<file path="config.mk">
export PLATFORM = sky130hd
export DESIGN_NAME = count_down
export DESIGN_NICKNAME = d
export VERILOG_FILES = /design/src/rtl/count_down.sv
export SDC_FILE = /design/constraint.sdc
export NUM_CORES = 1
export LEC_CHECK = 0
export BUFFER_PORTS_ARGS = -buffer_cell sky130_fd_sc_hd__buf_2
export CAP_MARGIN = 40
export CORE_AREA = 2 2 39 41
export DETAILED_ROUTE_END_ITERATION = 8
export DIE_AREA = 0 0 41 43
export GPL_TIMING_DRIVEN = 0
export SLEW_MARGIN = 20
export SYNTH_ARGS = -nofsm -noshare
export SYNTH_HDL_FRONTEND = slang
export SYNTH_SLANG_ARGS = --single-unit
</file>
<file path="constraint.sdc">
create_clock -name clk -period 1.3 [get_ports clk]
set_input_delay 0.13 -clock clk [delete_from_list [all_inputs] [get_ports clk]]
set_output_delay 0.13 -clock clk [all_outputs]
set_load 0.02 [all_outputs]
</file>
<file path="src/rtl/count_down.sv">
// count_down: presettable modulo down-counter with wrap/borrow or one-shot done
module count_down #(
    parameter int N       = 4,
    parameter int MOD     = 9,
    parameter bit ONESHOT = 1'b0
) (
    input  logic         clk,
    input  logic         clr,
    input  logic         en,
    input  logic         load,
    input  logic [N-1:0] d,
    output logic [N-1:0] Q,
    output logic         borrow,
    output logic         zero,
    output logic         done
);
    typedef enum logic [1:0] {IDLE, RUN, DONE} state_t;
    localparam logic [N-1:0] MOD_V = MOD[N-1:0];
    state_t       state_q, state_d;
    logic [N-1:0] q_q, q_d;
    logic         borrow_q, borrow_d;
    logic         done_q, done_d;
    logic [N-1:0] load_val;
    assign load_val = (d > MOD_V) ? MOD_V : d;
    // next-state and next-output logic: load beats en, borrow is a single-cycle pulse
    always_comb begin
        state_d  = state_q;
        q_d      = q_q;
        borrow_d = 1'b0;
        if (load) begin
            state_d = RUN;
            q_d     = load_val;
        end else begin
            case (state_q)
                IDLE: state_d = en ? RUN : IDLE;
                RUN: begin
                    if (en) begin
                        if (q_q != '0) begin
                            q_d = q_q - N'(1);
                        end else if (ONESHOT) begin
                            state_d = DONE;
                        end else begin
                            q_d      = MOD_V;
                            borrow_d = 1'b1;
                        end
                    end
                end
                DONE: q_d = '0;
                default: state_d = IDLE;
            endcase
        end
        done_d = ONESHOT && (state_d == DONE);
    end
    // state and registered outputs, cleared asynchronously by clr
    always_ff @(posedge clk or posedge clr) begin
        if (clr) begin
            state_q  <= IDLE;
            q_q      <= '0;
            borrow_q <= 1'b0;
            done_q   <= 1'b0;
        end else begin
            state_q  <= state_d;
            q_q      <= q_d;
            borrow_q <= borrow_d;
            done_q   <= done_d;
        end
    end
    assign Q      = q_q;
    assign borrow = borrow_q;
    assign done   = done_q;
    assign zero   = (q_q == '0);
endmodule

</file>
==> Word level (Yosys, flattened, before mapping) <==
Cells that the tools add are included.
W data, S select, Z words.
{ "op_classes": {"addsub": 1, "order_cmp": 1, "eq_ne": 4, "n_mux": 12, "reduce_logical": 6} }
{ "op_table": {"columns": ["op", "count"], "rows": [
  ["$mux W4", 4],
  ["$pmux W4 S2", 1],
  ["$mux W1", 5],
  ["$gt A4 B4 Y1 const B", 1],
  ["$logic_not A4 Y1", 1],
  ["$pmux W2 S2", 1],
  ["$reduce_bool A4 Y1", 1],
  ["$sub A4 B1 Y4 const B", 1],
  ["$ne A3 B3 Y1 const B", 1],
  ["$reduce_bool A3 Y1", 1],
  ["$eq A2 B1 Y1 const B", 1],
  ["$eq A2 B2 Y1 const B", 1],
  ["$logic_not A2 Y1", 1],
  ["$mux W2", 1],
  ["$ne A2 B1 Y1 const B", 1],
  ["$reduce_and A2 Y1", 1],
  ["$reduce_or A2 Y1", 1]
]} }
{ "totals": {"reg_bits": 7, "inputBits": 8, "out_inout_bits": 7, "word_cells": 27} }

==> Longest topological paths before layout <==
{ "logic_depth": {"depth_word": 5, "ltp_mapped": 3, "ltp_nobuf": 3} }

==> Least setup slack after synthesis <==
Ideal clock, no wire load.
{ "synth_timing": {"path_kind": "reg-to-output", "from": "register q_q[3] (netlist: Q[3])", "to": "output zero", "arrival_ns": 1.223, "t_required_ns": 1.170, "slack_ns": -0.053, "stages_incl_launch_ff": 2, "n_path_buf": 0, "path_cell_list": "dfrtp_1 -> nor4_1"} }
{ "synth_via": {"elab_chain_cells": 1} }
{ "synth_rtl": {"columns": ["item", "line_no", "source"], "rows": [
  ["from (decl)", "20", "logic [N-1:0] q_q, q_d;"],
  ["from (signal assigned)", "63", "q_q <= q_d;"],
  ["$logic_not A4 Y1", "71", "assign zero = (q_q == '0);"],
  ["to (decl)", "14", "output logic zero,"]
]} }
Every way passes these cells.

==> Worst setup path in the final report <==
{ "layout_timing": {"from": "register q_q[2] (netlist: Q[2])", "to": "output zero"} }
The elaborated chain is that of the path after synthesis.

==> impl_metrics.json <==
{
  "drt.antenna.violating_nets": 0,
  "synthFlopType": "dfrtp_1",
  "htree_levels": 1,
  "r2r_end": "Q[1]",
  "rr_startpoint": "Q[0]",
  "status": "completed",
  "worst-endpoint-arrival_ns": 1.13,
  "gr-total-overflow": 0,
  "row_count": 14,
  "initial_core_util_pct": 23.8,
  "reg2reg_slack_ns": 0.07,
  "async_flop_share_pct": 100,
  "synth.largest_area_cell": "dfrtp_1",
  "setup_viol": 0,
  "synth-edff-count": 0,
  "drt-wirelength-per-cell_microns": 11.4,
  "grt_usage_pct": 10.7,
  "routed-wl-met2_microns": 443,
  "synthTopCellsByArea": "dfrtp_1 46%, nand3b_1 6.8%, nor4_2 3.8%, nand4bb_1 3.4%, o21ai_0 3.0%",
  "die_h_microns": 43,
  "ios": 15,
  "ir_drop_mv": 0.365,
  "reg2regPathDepth": 3,
  "synth_area_sq_um": 329,
  "drv_cap": 0,
  "min_path_cells": 3,
  "globalplace.congestion": 0.683,
  "antenna_found_initial": 0,
  "drive_gt1_share_pct": 52.9,
  "slew_violations": 0,
  "grt_pass1_wl_microns": 1200,
  "place_area_sq_um": 420,
  "finalCriticalPeriod_ns": 1.26,
  "max_freq_mhz": 794,
  "area_growth_pct": 49.8,
  "syn_avg_cell_area_sq_um": 10.3,
  "synth.net_count": 40,
  "dr.pass1.iters": 2,
  "final_hold_viol_count": 0,
  "cp-start-kind": "flop",
  "hp-class": "in2reg",
  "drt_iter0_drc": 1,
  "yosysWarningCount": 0,
  "grt_pass1_vias": 296,
  "multiInputGateArea_sq_um": 188,
  "synthTopCellsByCount": "6 x dfrtp_1, 3 x nand3b_1, 2 x o21ai_0",
  "totalPowerFinal_w": 0.000564,
  "coreArea_sq_mm": 0.00138,
  "design_area_sq_um": 493,
  "die_area_sq_mm": 0.00176,
  "synth.distinct_cells": 24,
  "fill_cells": 142,
  "hold_start": "d[0]",
  "ys_seq_elements": 6,
  "required_ns": 1.17,
  "post_drt_via_cell_ratio": 4.75,
  "vias": 318,
  "met3WireLength_microns": 24,
  "cts_tree": "built",
  "min_to": "Q[0]",
  "regArea_sq_um": 154,
  "utilization_pct": 35.6,
  "root_buffer": "clkbuf_4",
  "cts.sink_count": 6,
  "clkTransAtPathRegs_ns": 0.04,
  "fin_crit_sh_pct": 96.9,
  "seq_area_frac_synth_pct": 45.6,
  "final_nets": 61,
  "final.setup_skew_ns": 0.000377,
  "grt_max_degree": 11,
  "clock_latency_ns": 0.24,
  "crit_type": "reg2out",
  "route.detailed.drc": 0,
  "fp.dieW_microns": 41,
  "synth.most_common_cell": "dfrtp_1",
  "critPathMaxFanout": 2,
  "netlist.area_leader.share_pct": 45.6,
  "clk_path_buf_depth": 2,
  "critPathCaptureType": "primary output",
  "cts_made_buffers": 3,
  "routed.top_layer": "met4",
  "wl_met1_microns": 287,
  "place_hpwl_microns": 525,
  "p_leak_nw": 0.229,
  "n_antenna_cell": 0,
  "netlist_instances": 32,
  "power.density_mw_per_mm2": 1140,
  "routed_wl_microns": 762,
  "port_buffers": 13
}
## worst max-delay path, cell delays in order (launching register included)
cell,delay (ns)
dfrtp_2,0.42
nor4_4,0.29
buf_4,0.18
## worst max-delay path by stage
stage                     start   end  cells after the start
after CTS                  Q[1]  zero                      2
final                      Q[2]  zero                      2
after detailed placement   Q[0]  Q[2]                      3
after global routing       Q[2]  zero                      2
after floorplan            Q[0]  Q[1]                      3
after global placement     Q[0]  Q[2]                      3
## layout by cell type (no fill, tap or decap)
| cell type | n |
|---|---|
| dfrtp_1 | 3 |
| dfrtp_2 | 3 |
| nand3_1 | 1 |
| a2bb2oi_1 | 1 |
| buf_2 | 13 |
| dlygate4sd3_1 | 1 |
| o21a_1 | 1 |
| nand2_1 | 1 |
| nor4_2 | 1 |
| nor4_4 | 1 |
| conb_1 | 1 |
| a22o_1 | 1 |
| a211o_1 | 1 |
| nor3b_2 | 1 |
| nand2b_1 | 1 |
| or4_1 | 1 |
| xor2_1 | 1 |
| o21ai_0 | 2 |
| nand4bb_2 | 1 |
| nand3b_1 | 3 |
| a21o_1 | 1 |
| buf_4 | 4 |
| nor2b_1 | 1 |
| inv_1 | 1 |
| clkbuf_4 | 3 |
| nor2_1 | 1 |
| or3_1 | 1 |
## kinds of logic (layout without fill, tap and decap cells)
group                  Yosys count  count (layout)  share of synthesized area [%]
buffers and inverters            3              22                           4.94
AND/OR/NAND/NOR                 14              14                           30.0
flip-flops                       6               6                           45.6
XOR/XNOR                         1               1                           2.66
other                            1               1                           1.14
AO/OA/AOI/OAI                    7               7                           15.6
## final cells by class
| class | instances | area share, % |
|---|---|---|
| sequential | 6 | 31.2 |
| clock buffer | 3 | 4.57 |
| inverter | 1 | 0.761 |
| buffer | 2 | 2.54 |
| tap | 16 | 4.06 |
| multi-input combinational | 23 | 38.1 |
| timing repair buffer | 16 | 18.8 |
## state kept, by name, summed over array words and instances (netlist names)
name	count
borrow	1
Q	4
state_q	1
## layer usage
layer,track usage [%],vias to the layer above
li1,-,157
met3,3.14,2
met2,15.6,6
met5,0,-
met4,10.0,0
met1,11.5,153
## where the power goes
group / internal, W / switching (W) / total [W] / leakage [nW]
registers: 0.000208 / 0.0000285 / 0.000236 / 0.0678
clock network: 0.000104 / 0.0000629 / 0.000167 / 0.0138
logic: 0.0000777 / 0.0000828 / 0.000161 / 0.147
## through the flow
step           worst slack, ns  setup TNS, ns  std cells  hold WS (ns)
4_1_cts                 0.0195              0         67         0.116
2_1_floorplan           0.0376              0         32       -0.0790
6_report                0.0403              0         67         0.124
3_3_place_gp            0.0784              0         61        0.0562
5_1_grt               -0.00373       -0.00373         67         0.133
3_5_place_dp            0.0777              0         61        0.0539
## repair_timing
| item | 4_1_cts | 5_1_grt |
|---|---|---|
| gates resized for setup | 2 | 5 |
| buffers inserted | 2 | 0 |
| pin swaps | 1 | 1 |
| endpoints found under the hold margin | 6 | 0 |
| setup endpoints to repair | 1 | 2 |
| gates cloned | 0 | 0 |
| hold buffers | 1 | 0 |
No activity file was read; power rests on OpenSTA's default activity.
